==> config.mk <==
export PLATFORM = sky130hd
export DESIGN_NAME = s_axis_frame_parser
export DESIGN_NICKNAME = d
export VERILOG_FILES = /design/src/rtl/s_axis_frame_parser.sv
export SDC_FILE = /design/constraint.sdc
export NUM_CORES = 1
export LEC_CHECK = 0
export ABC_AREA = 1
export BUFFER_PORTS_ARGS = -buffer_cell sky130_fd_sc_hd__buf_2
export CORE_ASPECT_RATIO = 1.75
export CORE_UTILIZATION = 25
export DETAILED_ROUTE_END_ITERATION = 10
export PLACE_DENSITY_LB_ADDON = 0.12
export SLEW_MARGIN = 10
export SYNTH_ARGS = -nofsm -noshare
export SYNTH_HDL_FRONTEND = slang
export SYNTH_SLANG_ARGS = --single-unit
==> constraint.sdc <==
create_clock -name AXIS_ACLK -period 4 [get_ports AXIS_ACLK]
set_input_delay 1.2 -clock AXIS_ACLK [delete_from_list [all_inputs] [get_ports AXIS_ACLK]]
set_output_delay 1.2 -clock AXIS_ACLK [all_outputs]
set_load 0.005 [all_outputs]
==> src/rtl/s_axis_frame_parser.sv <==
// Strips the TUSER-marked header beat from a framed AXI-Stream, latches its timestamp,
// forwards payload through a single output register and reports frame length and errors.
module s_axis_frame_parser #(
    parameter int TIME_STAMP_WIDTH = 16,
    parameter int TDATA_WIDTH      = 64,
    parameter int MAX_BEATS        = 100,
    parameter int CNT_WIDTH        = 16
) (
    input  logic                        AXIS_ACLK,
    input  logic                        AXIS_ARESET,
    input  logic [TDATA_WIDTH-1:0]      S_AXIS_TDATA,
    input  logic                        S_AXIS_TVALID,
    input  logic                        S_AXIS_TUSER,
    input  logic                        S_AXIS_TLAST,
    output logic                        S_AXIS_TREADY,
    output logic [TDATA_WIDTH-1:0]      M_AXIS_TDATA,
    output logic                        M_AXIS_TVALID,
    output logic                        M_AXIS_TUSER,
    output logic                        M_AXIS_TLAST,
    input  logic                        M_AXIS_TREADY,
    output logic [TIME_STAMP_WIDTH-1:0] TIME_STAMP,
    output logic                        TS_VALID,
    output logic [CNT_WIDTH-1:0]        FRAME_LEN,
    output logic                        FRAME_DONE,
    output logic                        ERR_NOHDR,
    output logic                        ERR_TRUNC,
    output logic                        ERR_OVERLEN,
    output logic                        ERR_EMPTY,
    output logic [CNT_WIDTH-1:0]        FRAME_CNT,
    output logic [CNT_WIDTH-1:0]        ERR_CNT
);

    typedef enum logic [1:0] {IDLE, PAYLOAD, DROP} state_t;

    state_t                 state;
    logic [CNT_WIDTH-1:0]   beat_cnt;
    logic [CNT_WIDTH-1:0]   beat_nxt_p0;
    logic                   at_max_p0;
    logic                   in_hs_p0;
    logic                   out_hs;
    logic                   load_p0;
    logic                   err_evt_p0;
    logic [TDATA_WIDTH-1:0] data_p1;
    logic                   vld_p1;
    logic                   user_p1;
    logic                   last_p1;

    function automatic logic [CNT_WIDTH-1:0] sat_inc(input logic [CNT_WIDTH-1:0] v);
        return (&v) ? v : v + 1'b1;
    endfunction

    // Stage p0: input handshake and per-beat decode
    assign S_AXIS_TREADY = !AXIS_ARESET && ((state != PAYLOAD) || !vld_p1 || M_AXIS_TREADY);
    assign in_hs_p0      = S_AXIS_TVALID && S_AXIS_TREADY;
    assign out_hs        = vld_p1 && M_AXIS_TREADY;
    assign beat_nxt_p0   = beat_cnt + 1'b1;
    assign at_max_p0     = (beat_nxt_p0 == CNT_WIDTH'(MAX_BEATS));
    assign load_p0       = in_hs_p0 && (state == PAYLOAD) && !S_AXIS_TUSER;

    always_comb begin
        err_evt_p0 = 1'b0;
        if (in_hs_p0) begin
            case (state)
                IDLE:    err_evt_p0 = !S_AXIS_TUSER || S_AXIS_TLAST;
                PAYLOAD: err_evt_p0 = S_AXIS_TUSER || (!S_AXIS_TLAST && at_max_p0);
                default: err_evt_p0 = 1'b0;
            endcase
        end
    end

    // Stage p1: output register and frame bookkeeping
    always_ff @(posedge AXIS_ACLK) begin
        if (load_p0) data_p1 <= S_AXIS_TDATA;
    end

    always_ff @(posedge AXIS_ACLK) begin
        if (AXIS_ARESET) begin
            state       <= IDLE;
            beat_cnt    <= '0;
            vld_p1      <= 1'b0;
            user_p1     <= 1'b0;
            last_p1     <= 1'b0;
            TIME_STAMP  <= '0;
            TS_VALID    <= 1'b0;
            FRAME_LEN   <= '0;
            FRAME_DONE  <= 1'b0;
            ERR_NOHDR   <= 1'b0;
            ERR_TRUNC   <= 1'b0;
            ERR_OVERLEN <= 1'b0;
            ERR_EMPTY   <= 1'b0;
            FRAME_CNT   <= '0;
            ERR_CNT     <= '0;
        end else begin
            TS_VALID    <= 1'b0;
            FRAME_DONE  <= 1'b0;
            ERR_NOHDR   <= 1'b0;
            ERR_TRUNC   <= 1'b0;
            ERR_OVERLEN <= 1'b0;
            ERR_EMPTY   <= 1'b0;
            if (out_hs) vld_p1 <= 1'b0;
            if (err_evt_p0) ERR_CNT <= sat_inc(ERR_CNT);
            if (in_hs_p0) begin
                case (state)
                    IDLE, PAYLOAD: begin
                        if (S_AXIS_TUSER) begin
                            // A header mid-payload abandons the old frame without a synthetic TLAST
                            TIME_STAMP <= S_AXIS_TDATA[TIME_STAMP_WIDTH-1:0];
                            TS_VALID   <= 1'b1;
                            beat_cnt   <= '0;
                            ERR_TRUNC  <= (state == PAYLOAD);
                            if (S_AXIS_TLAST) begin
                                ERR_EMPTY <= 1'b1;
                                state     <= IDLE;
                            end else begin
                                state     <= PAYLOAD;
                            end
                        end else if (state == IDLE) begin
                            ERR_NOHDR <= 1'b1;
                            if (!S_AXIS_TLAST) state <= DROP;
                        end else begin
                            vld_p1   <= 1'b1;
                            user_p1  <= (beat_cnt == '0);
                            beat_cnt <= beat_nxt_p0;
                            if (S_AXIS_TLAST) begin
                                last_p1    <= 1'b1;
                                FRAME_LEN  <= beat_nxt_p0;
                                FRAME_DONE <= 1'b1;
                                FRAME_CNT  <= sat_inc(FRAME_CNT);
                                state      <= IDLE;
                            end else if (at_max_p0) begin
                                last_p1     <= 1'b1;
                                FRAME_LEN   <= beat_nxt_p0;
                                ERR_OVERLEN <= 1'b1;
                                state       <= DROP;
                            end else begin
                                last_p1 <= 1'b0;
                            end
                        end
                    end
                    DROP: begin
                        if (S_AXIS_TLAST) state <= IDLE;
                    end
                    default: state <= IDLE;
                endcase
            end
        end
    end

    assign M_AXIS_TDATA  = data_p1;
    assign M_AXIS_TVALID = vld_p1;
    assign M_AXIS_TUSER  = user_p1;
    assign M_AXIS_TLAST  = last_p1;

endmodule

Word-level counts from Yosys, hierarchy flattened
Cells that the tools add are included.
{ "word_totals": {"output_inout_bits": 138, "register_bits": 155, "wordCells": 89} }
{ "classes": {"reduce_logical": 32, "mux": 24, "bitwise_logic": 6, "n_eq_ne": 8, "add_sub_neg": 3} }
{ "op_table": {"columns": ["cell", "n"], "rows": [
  ["16-bit two-way mux", 4],
  ["16-bit by 1-bit adder with 16-bit output (second input constant)", 3],
  ["16-bit AND reduction", 2],
  ["16-bit by 7-bit == test with 1-bit output (second input constant)", 1],
  ["16-bit logical NOT", 1],
  ["1-bit two-way mux", 12],
  ["2-bit two-way mux", 6],
  ["4-bit AND reduction", 2],
  ["4-bit OR reduction", 2],
  ["1-bit logical AND", 6],
  ["1-bit inverter", 6],
  ["3-bit AND reduction", 2],
  ["6-bit AND reduction", 1],
  ["6-bit OR reduction", 1],
  ["5-bit != test (second input constant)", 1],
  ["5-bit AND reduction", 1],
  ["5-bit OR reduction", 1],
  ["1-bit logical NOT", 4],
  ["1-bit logical OR", 4],
  ["2-bit != test (second input constant)", 2],
  ["4-bit != test (second input constant)", 1],
  ["2-bit case mux with 2 select lines", 1],
  ["3-bit OR reduction", 1],
  ["2-bit by 1-bit == test with 1-bit output (second input constant)", 1],
  ["7 further kinds", 7]
]} }

Longest topological paths before layout
Gate-level depths: netlist of run 1.
{ "depth": {"word_depth": 7, "mapped_depth": 18, "ltp_nobuf": 18} }

Worst setup path after synthesis of run 1
OpenSTA, ideal clock, no wires.
{ "synth_timing": {"path_kind": "input to register", "startpoint": "input port M_AXIS_TREADY", "endpoint": "register data_p1[0] (netlist: M_AXIS_TDATA[0]), enable pin", "setup_ns": 0.396, "arrival_time_ns": 2.850, "setup_slack_ns": 0.754, "n_path_buf": 1, "cell_stages": 7, "cell_sequence": "nor2_1 -> a21oi_2 -> nand2_1 -> clkinv_2 -> nand2_2 -> nor2_1 -> buf_2"} }
{ "synth_between": {"elab_chain_cells": 5} }
{ "synth_rtl": {"columns": ["item", "line", "source"], "rows": [
  ["start, declared", "20", "input logic M_AXIS_TREADY,"],
  ["1-bit logical OR", "53", "assign S_AXIS_TREADY = !AXIS_ARESET && ((state != PAYLOAD) || !vld_p1 || M_AXIS_TREADY);"],
  ["1-bit logical AND", "53", null],
  ["via S_AXIS_TREADY", "15", "output logic S_AXIS_TREADY,"],
  ["1-bit logical AND", "54", "assign in_hs_p0 = S_AXIS_TVALID && S_AXIS_TREADY;"],
  ["1-bit logical AND (2 in series)", "58", "assign load_p0 = in_hs_p0 && (state == PAYLOAD) && !S_AXIS_TUSER;"],
  ["via load_p0", "41", "logic load_p0;"],
  ["end signal, assigned", "73", "if (load_p0) data_p1 <= S_AXIS_TDATA;"],
  ["end, declared", "43", "logic [TDATA_WIDTH-1:0] data_p1;"]
]} }
The timed path passes the listed nets, and every way through them passes these cells.
A chain may end at the register's enable or synchronous reset.

Worst setup path after layout of run 1
{ "layout_timing": {"startpoint": "register beat_cnt[0]", "endpoint": "register FRAME_LEN[2]"} }
{ "layout_between": {"elab_chain_cells": 4} }
{ "layout_rtl": {"columns": ["item", "line", "source"], "rows": [
  ["start, declared", "36", "logic [CNT_WIDTH-1:0] beat_cnt;"],
  ["start signal, assigned", "123", "beat_cnt <= beat_nxt_p0;"],
  ["16-bit by 1-bit adder with 16-bit output (*)", "56", "assign beat_nxt_p0 = beat_cnt + 1'b1;"],
  ["16-bit by 7-bit == test with 1-bit output", "57", "assign at_max_p0 = (beat_nxt_p0 == CNT_WIDTH'(MAX_BEATS));"],
  ["2-bit nonzero test (no line)", null, null],
  ["5-bit AND reduction (no line)", null, null],
  ["end signal, assigned", "126", "FRAME_LEN <= beat_nxt_p0;"],
  ["end signal, assigned", "132", "FRAME_LEN <= beat_nxt_p0;"],
  ["end, declared", "23", "output logic [CNT_WIDTH-1:0] FRAME_LEN,"]
]} }
Every way passes the cells marked *; elsewhere a longest branch is shown, timed or not. The select of a mux whose other input is x is not followed.

==> results.txt, run 1 <==
- Number of antenna violations at the first check in global routing: 0
- Signal arrival time at the worst endpoint: 3.33 ns
- Post-layout net count: 980
- Area contributors post-synth: edfxtp_1, dfxtp_1, nand2_1, nor2_1, a21oi_1
- The number of global-route vias before repair is ~5,400.
- The critical path in this run is classified as reg -> reg.
* Relative slew slack: 38.6%
- The routed design has 18.7 mm of wire.
- The pre-antenna-repair detailed-routing pass consisted of 4 iterations.
- Number of top-level pins: between 200 and 250
- Number of buffers added by the clock tree synthesis step: 17
- Once detailed placement completed, the half-perimeter wirelength came to between 10 and 15 mm.
* Post-synthesis xor/xnor area fraction: under 10%
* Fraction of the mapped netlist area in compound gates: 8.32%
- The share of the Yosys chip area taken by registers is 58.6%.
- Drt first-iter violations: between 200 and 250
* Worst Setup Slack post-DPL: between 0.8 and 0.9 ns
* Top cell type's share of synthesized area: a little under a third
- Post-placement cell area: slightly below 8000 um^2
- Global Route met1 Usage: 14.6%
* Post-cts hold buffer count: 0
- Clock skew on the completed layout was measured at between 0.01 and 0.015 ns.
- Number of flip-flops and latches in the synthesized netlist: 155
* Final max-slew violation count: 0
* Leakage Power: 3.39 nW
* Sort of element at the end of the critical path: flop
- Flip-flop cell with the highest count after synthesis: dfxtp_1
- Counting instances in the post-synthesis netlist gives the leading cell types as nand2_1, dfxtp_1, nor2_1.
- Clock-pin slew was measured on the worst setup and hold paths at 0.06 ns.
- GRT overflow: 0
- The H-tree was split into 4 levels.
- For this block, the via count after detailed routing is 5,464.
- Number of flops mapped to enable cells by yosys: between 60 and 70
* Number of setup buffers added after CTS: 0
- Measured along the y axis, the die boundary spans between 200 and 250 um.
- Number of hold-slack violations in the final timing report: 0
- Across the run, the number of max-cap violations was 0.
- WL per Instance: between 15 and 20 um
- After the flow finishes, the layout carries non-filler instances totaling 1,234.
- Worst hold path type: reg -> reg
- After detailed routing, the number of vias per cell comes to about 4.4.
* Chip Width: ~120 um
- The worst setup path is launched from a flop.
* Endpoint required time on the critical path: around 4.3 ns
- In the global route stage, met3 resource usage came out at around 3.8%.
- Count of mapped cells out of synthesis: ~700
- IR analysis of the VDD net gives a maximum drop of ~0.00029 V.
- The final critical path takes up 76.1% of the cycle.
- The number of placed instances, taps included, is between 1,000 and 1,500.
- Number of design rule violations left after detail routing: 0
* Met2 Usage GRT: between 20% and 30%
- Summed over all instances, the cell type with the most area after synthesis is edfxtp_1.
* GRT busiest layer: met2
* Setup repair after global routing missed its margin: false
* Count of unique library cells instantiated by Yosys: 34
* Shortest period the worst path allows: around 3 ns
* GRT Total Usage: 14.4%
* Final instance area: 8400 um^2
* Most frequently used cell type in the post-synthesis netlist: nand2_1
- Fraction of final layout cells sized beyond drive strength 1: between 30% and 40%
- The root buffer cell chosen for the clock tree is clkbuf_16.
- Buffer levels on the longest clock path: 2
* P&R area growth vs syn: 31.5%
* Die Outline Area: 26,200 um^2
- Counting every net in the synthesized netlist gives about 770.
- Transition time at the pin with the least slew margin: 0.919 ns
- Largest net degree at the start of global routing: 75
* DRT antenna net count: 0
- Power after layout: approximately 0.0036 W
* Simple-gate portion of the synthesized area: roughly 25%
- Adding up every negative setup slack in the final design gives 0 ns.
- Setup violations remaining at the end of the flow were counted as 0.
- Achievable clock frequency: about 330 MHz
* Cell area after synthesis: 6390 um^2
- Async set or reset register ratio after synthesis: 0%
- Count of buffers from port buffering: about 210
- Core Footprint: 25,100 um^2
* Clock tree from TritonCTS: yes
- Synthesized area per cell: 9.17 um^2
- Largest family of logic cells by synthesized area: simple AND/OR/NAND/NOR gates
- Final critical-path setup slack: approximately 0.96 ns
- Yosys synthesis warning count: 0
- Num Clock Sinks: ~160
* Starting utilization of the core area: around a quarter
- The number of antenna diodes in the final layout is 0.
* Crit Path Max Fanout: 22
* Proportion of synthesized area in mux cells: 0%
- The congestion estimate from routability-driven global placement came to between 0.8 and 0.9.
- Summing the areas of all fa, ha and maj instances in the mapped netlist gives less than 1% of the synthesized area.
* Floorplan row count: a little under 80
* Insertion delay of the later-clocked pin in the worst-skew pair: between 0.4 and 0.5 ns
- After clock tree synthesis, the repair step resized 0 gates.
- Power spread over the standard cell area amounts to 427 nW/um^2.
* Outcome: finished clean
- First-pass GRT wire length: 28.1 mm
## routing by layer
layer	up-vias	share of wire [%]
li1	2769	-
met1	2494	38
met2	169	53
met3	32	5.6
met4	0	3.3
met5	-	0
## where the power goes
| part | switching [W] | total [W] | internal, W |
|---|---|---|---|
| combinational | 0.0000929 | 0.000147 | 0.0000538 |
| clock | 0.000664 | 0.00176 | 0.00110 |
| sequential | 0.00000976 | 0.00167 | 0.00166 |
| total | 0.000767 | 0.00358 | 0.00282 |
## final cells by class
class / instances / area (um^2)
sequential: 155 / 3740
clock buffer: 22 / 475
inverter: 59 / 223
tap: 316 / 395
clock inverter: 10 / 165
multi-input combinational: 461 / 2320
fill: 2669 / 16700
timing repair buffer: 211 / 1080
## logic make-up after synthesis
logic type      count (synthesis)
buf+inv                        81
fa+ha+maj                       5
simple gates                  338
flops                         155
xor+xnor                       15
compound gates                103
## worst paths after layout
path,from,to,slack [ns],cells past startpoint
hold / removal,FRAME_LEN[3],FRAME_LEN[3],0.46,2
setup reg to reg,beat_cnt[0],FRAME_LEN[2],0.96,12
hold reg to reg,FRAME_LEN[3],FRAME_LEN[3],0.46,2
setup / recovery,beat_cnt[0],FRAME_LEN[2],0.96,12
## cells in the final DEF (no fill, tap or decap), drive strengths merged, types with 18 or more instances in the layout
| cell | Yosys | routed |
|---|---|---|
| a21oi | 65 | 65 |
| buf | 12 | 211 |
| clkbuf | 10 | 22 |
| dfxtp | 91 | 91 |
| edfxtp | 64 | 64 |
| inv | 58 | 59 |
| nand2 | 141 | 141 |
| nand3 | 44 | 44 |
| nand4 | 32 | 32 |
| nor2 | 99 | 99 |
| nor3 | 18 | 18 |
| o21ai | 34 | 34 |
## critical path, cell delays in order, from the launching register on
cell	delay [ns]
dfxtp_1	0.48
ha_1	0.24
nand3_1	0.14
nor2_4	0.16
nand3_1	0.08
nand2_1	0.09
nand4_1	0.18
nor2_1	0.25
nand2_1	0.11
nand2_1	0.40
nand2_2	0.41
a21oi_1	0.27
nor3_1	0.07
## per-stage QoR
step	hold slack [ns]	utilization [%]
3_3_place_gp	0.449	30.9
6_report	0.461	33.4
4_1_cts	0.464	33.4
3_5_place_dp	0.456	30.9
2_1_floorplan	0.437	-
5_1_grt	0.489	33.4
## sequential cells by signal, summed over array words and instances, names as in the netlist
name	count
M_AXIS_TUSER	1
M_AXIS_TDATA	64
ERR_OVERLEN	1
ERR_TRUNC	1
TIME_STAMP	16
FRAME_LEN	16
M_AXIS_TLAST	1
ERR_CNT	16
beat_cnt	16
ERR_EMPTY	1
FRAME_DONE	1
FRAME_CNT	16
M_AXIS_TVALID	1
ERR_NOHDR	1
TS_VALID	1
state	2
Power figures use the tool's default switching activity.
==> run 2: changes to the inputs <==
Settings changed: ABC_AREA 1 to 0.
Clock period 4 ns to 3.12 ns, I/O delays scaled along.
==> run 2 against run 1 <==
Against the previous run:
- register-to-register slack got worse by 0.61 ns
- flip-flop and latch count is the same
- critical path depth fell by 8
- largest cell class unchanged
==> results.txt, run 2 <==
- Outcome: finished clean
* P&R area growth vs syn: 33.6%
- STA classifies the critical path endpoint as a primary output.
- Post-route core utilization: approximately a third
* Post-layout net count: about 890
- The top cell types in the final layout, fill and taps aside, are buf_2, dfxtp_1, edfxtp_1.
- In this run the tightest slew margin relative to its limit is between 50% and 60%.
- Number of antenna violations at the first check in global routing: 0
* WL per Instance: about 16 um
- The die is about 120 um wide.
* Number of design rule violations left after detail routing: 0
* GRT Total Usage: between 10% and 20%
- Once the clock tree was built, the setup fixing pass inserted 0 buffers.
* Die Outline Area: 25,500 um^2
- The floorplan step defined a core boundary enclosing 24,500 um^2.
* CP cell instances: buf_2, buf_4, nor2_1, buf_2
- Num Clock Sinks: between 150 and 200
* Final critical-path setup slack: 0.278 ns
- Final HPWL DP: 12.9 mm
- Net count after synthesis: between 600 and 700
- Most common cell after layout, fill and taps aside: buf_2
- Count of instances resized after the clock tree is built: 0
* Sum of buffers and inverters on the critical path: 3
- Maximum vdd drop: between 0.0003 and 0.0004 V
* Setup repair after global routing missed its margin: false
- DRT antenna net count: 0
- The mapped netlist covers ~6200 um^2.
- Counting the fill cells in the layout gives between 2,000 and 3,000.
- Final weighted congestion in routability-driven placement: ~0.80
- After synthesis, the share of flip-flops with an asynchronous set or reset is 0%.
* Fraction of final layout cells sized beyond drive strength 1: about a third
- Area leader, netlist: edfxtp_1
* Post-cts hold buffer count: 0
* Number of diodes added for antenna fixing: 0
* Post-synthesis sequential area ratio: between 60 and 70%
- The synthesized design contains 64 enable-type register cells.
* Transition time at the pin with the least slew margin: between 0.7 and 0.8 ns
- Among all stages on the critical path, the largest delay is contributed by buf_4.
* Number of vias in the routed layout: roughly 5,300
- After detailed placement, the total cell area comes to around 7700 um^2.
- In this run the worst hold path is classified as reg -> reg.
- Top cell type's share of synthesized area: a little under a third
* Leakage Power: ~3.3 nW
* WHS Endpoint: M_AXIS_TLAST
* Number of top-level pins: ~210
- Endpoint required time on the critical path: 2.18 ns
- In the final layout, the multi-input gates occupy between 2000 and 2500 um^2.
- Register-to-Register Path Depth: 9
- Number of flip-flops in the largest register: 64
* Number of global-route vias before repair: 5,290
* Critical Path Start Type: primary input
- Reg-to-reg critical path startpoint: beat_cnt[1]
* Summed negative setup slack over all endpoints: 0 ns
- Input and output buffers added on the ports amount to 207.
- The sequential cells in the finished layout cover a total of 3740 um^2.
* Yosys synthesis warning count: 0
- Entering global routing, the biggest net connects 65 pins.
* Synthesized area per cell: 10.4 um^2
- In this run, synthesis produced a sequential element count of between 150 and 200.
- Floorplan row count: 76
- Max Cap Viol: 0
- Setup violations remaining at the end of the flow were counted as 0.
* Die Ht: 210 um
- Number of cells on the worst hold path: 2
- In this run the most critical hold path is launched from M_AXIS_TLAST.
- Post-synth top cells: dfxtp_1, edfxtp_1, a21oi_1
- In this design, the largest share of critical-path delay is due to buffers and inverters.
- Power density over cell area: 528 nW/um^2
- The most numerous cell type found on the critical path is buf_2.
- Max incr delay on CP: approximately 0.58 ns
- In the routed layout, each cell is associated on average with a via count of roughly 4.6.
- Yosys attributes the largest share of cell area to edfxtp_1, dfxtp_1, a21oi_1, nor2_1, nand2_1.
- Starting utilization of the core area: 25.3%
* Count of unique library cells instantiated by Yosys: about 50
- Global routing finished with a remaining overflow of 0.
- Clock tree from TritonCTS: yes
* Number of hold-slack violations in the final timing report: 0
* Worst reg2reg endpoint: ERR_CNT[7]
* Final instance area: just over 8000 um^2
* Most frequently used cell type in the post-synthesis netlist: dfxtp_1
- Final max-slew violation count: 0
- In the synthesized netlist, the number of instances is about 600.
* FF-to-FF setup slack: 0.35 ns
* Final-layout worst hold slack: around 0.45 ns
- After detailed routing, no signal wire sits above met4.
- Post-Route Skew: about 0.012 ns
- Wire segments on met3 add up to 1.18 mm in the final route.
* Flip-flop cell with the highest count after synthesis: dfxtp_1
* Worst Setup Path Type: in -> out
* Sum of routed wire segments on met1: 6.62 mm
- DR WL met2: roughly 9.4 mm
* Drt first-iter violations: about 260
- Clock latency on the worst-skew pair, taken at its later pin, is about 0.44 ns.
- Cell at the root of the clock tree: clkbuf_16
* Post-route clock period utilization: between 90% and 100%
- Crit Path Max Fanout: 64
- Shortest period the worst path allows: about 2.8 ns
* First-pass iteration count of the detailed router: 4
- The final layout contains routed wiring with a total length of 17.7 mm.
* Clock edge transition at the registers on the reported setup and hold paths: ~0.06 ns
- Number of levels in the clock H-tree: 4
* Buffer levels on the longest clock path: 2
- Signal arrival time at the worst endpoint: between 1.5 and 2 ns
- Worst Setup Slack post-DPL: -0.101 ns
* First-pass GRT wire length: around 28 mm
- Achievable clock frequency: 352 MHz
- Number of buffers added by the clock tree synthesis step: 17
## run 2: changes by cell type in the layout (fill, tap and decap cells not counted), sizes merged, moves of 8 or more
| cell | delta |
|---|---|
| xnor2 | +12 |
| nor2 | -42 |
| nand3 | -11 |
| nand2 | -85 |
| a22oi | +8 |
| nor4 | +10 |
| nand4 | -15 |
| inv | -43 |
| buf | +23 |
| or3 | +19 |
## run 2: cell type report
type | instances | area share (%)
Inverter | 17 | 0.921
Sequential cell | 155 | 45.2
Tap cell | 312 | 4.71
Clock inverter | 12 | 1.78
Multi-Input combinational cell | 388 | 26.8
Clock buffer | 20 | 5.27
Timing Repair Buffer | 234 | 15.4
## run 2: how the worst max path moves through the flow
stage,slack [ns],from,cells past startpoint,to
finish,0.28,AXIS_ARESET,4,S_AXIS_TREADY
global route,0.16,beat_cnt[6],8,ERR_CNT[1]
CTS,0.24,AXIS_ARESET,4,S_AXIS_TREADY
detailed placement,-0.10,M_AXIS_TREADY,9,ERR_CNT[7]
global placement,-0.07,M_AXIS_TREADY,9,ERR_CNT[4]
floorplan,0.09,S_AXIS_TLAST,9,ERR_CNT[11]
## run 2: per-layer routing
metal	track usage (%)	up-vias
met5	0	-
met3	4.82	29
met4	7.24	0
li1	-	2566
met2	25.8	190
met1	14.2	2469
## run 2: stage by stage
stage,instances,total power [W]
2_1_floorplan,599,0.00224
3_3_place_gp,1106,0.00234
3_5_place_dp,1106,0.00234
4_1_cts,1138,0.00446
5_1_grt,1138,0.00455
6_report,1138,0.00438
## run 2: report_power, final
part / switching (W) / total, W / internal [W] / leakage [nW]
clock network: 0.000835 / 0.00209 / 0.00125 / 0.277
logic: 0.0000915 / 0.000159 / 0.0000679 / 1.69
registers: 0.00000936 / 0.00213 / 0.00213 / 1.31
total: 0.000936 / 0.00438 / 0.00344 / 3.27
## run 2: cells by family after synthesis
kind of cell	after synthesis	synth area share [%]
buffers and inverters	56	4.01
AND/OR/NAND/NOR	233	19.1
XOR/XNOR	33	4.66
multiplexers	2	0.343
AO/OA/AOI/OAI	115	10.6
flip-flops	155	60.3
adder cells (fa/ha/maj)	5	1.01
## run 2: worst min-delay path: stages (launching register included)
cell and delay [ns]:
dfxtp_1 0.30, nand2_1 0.05, a21oi_1 0.05
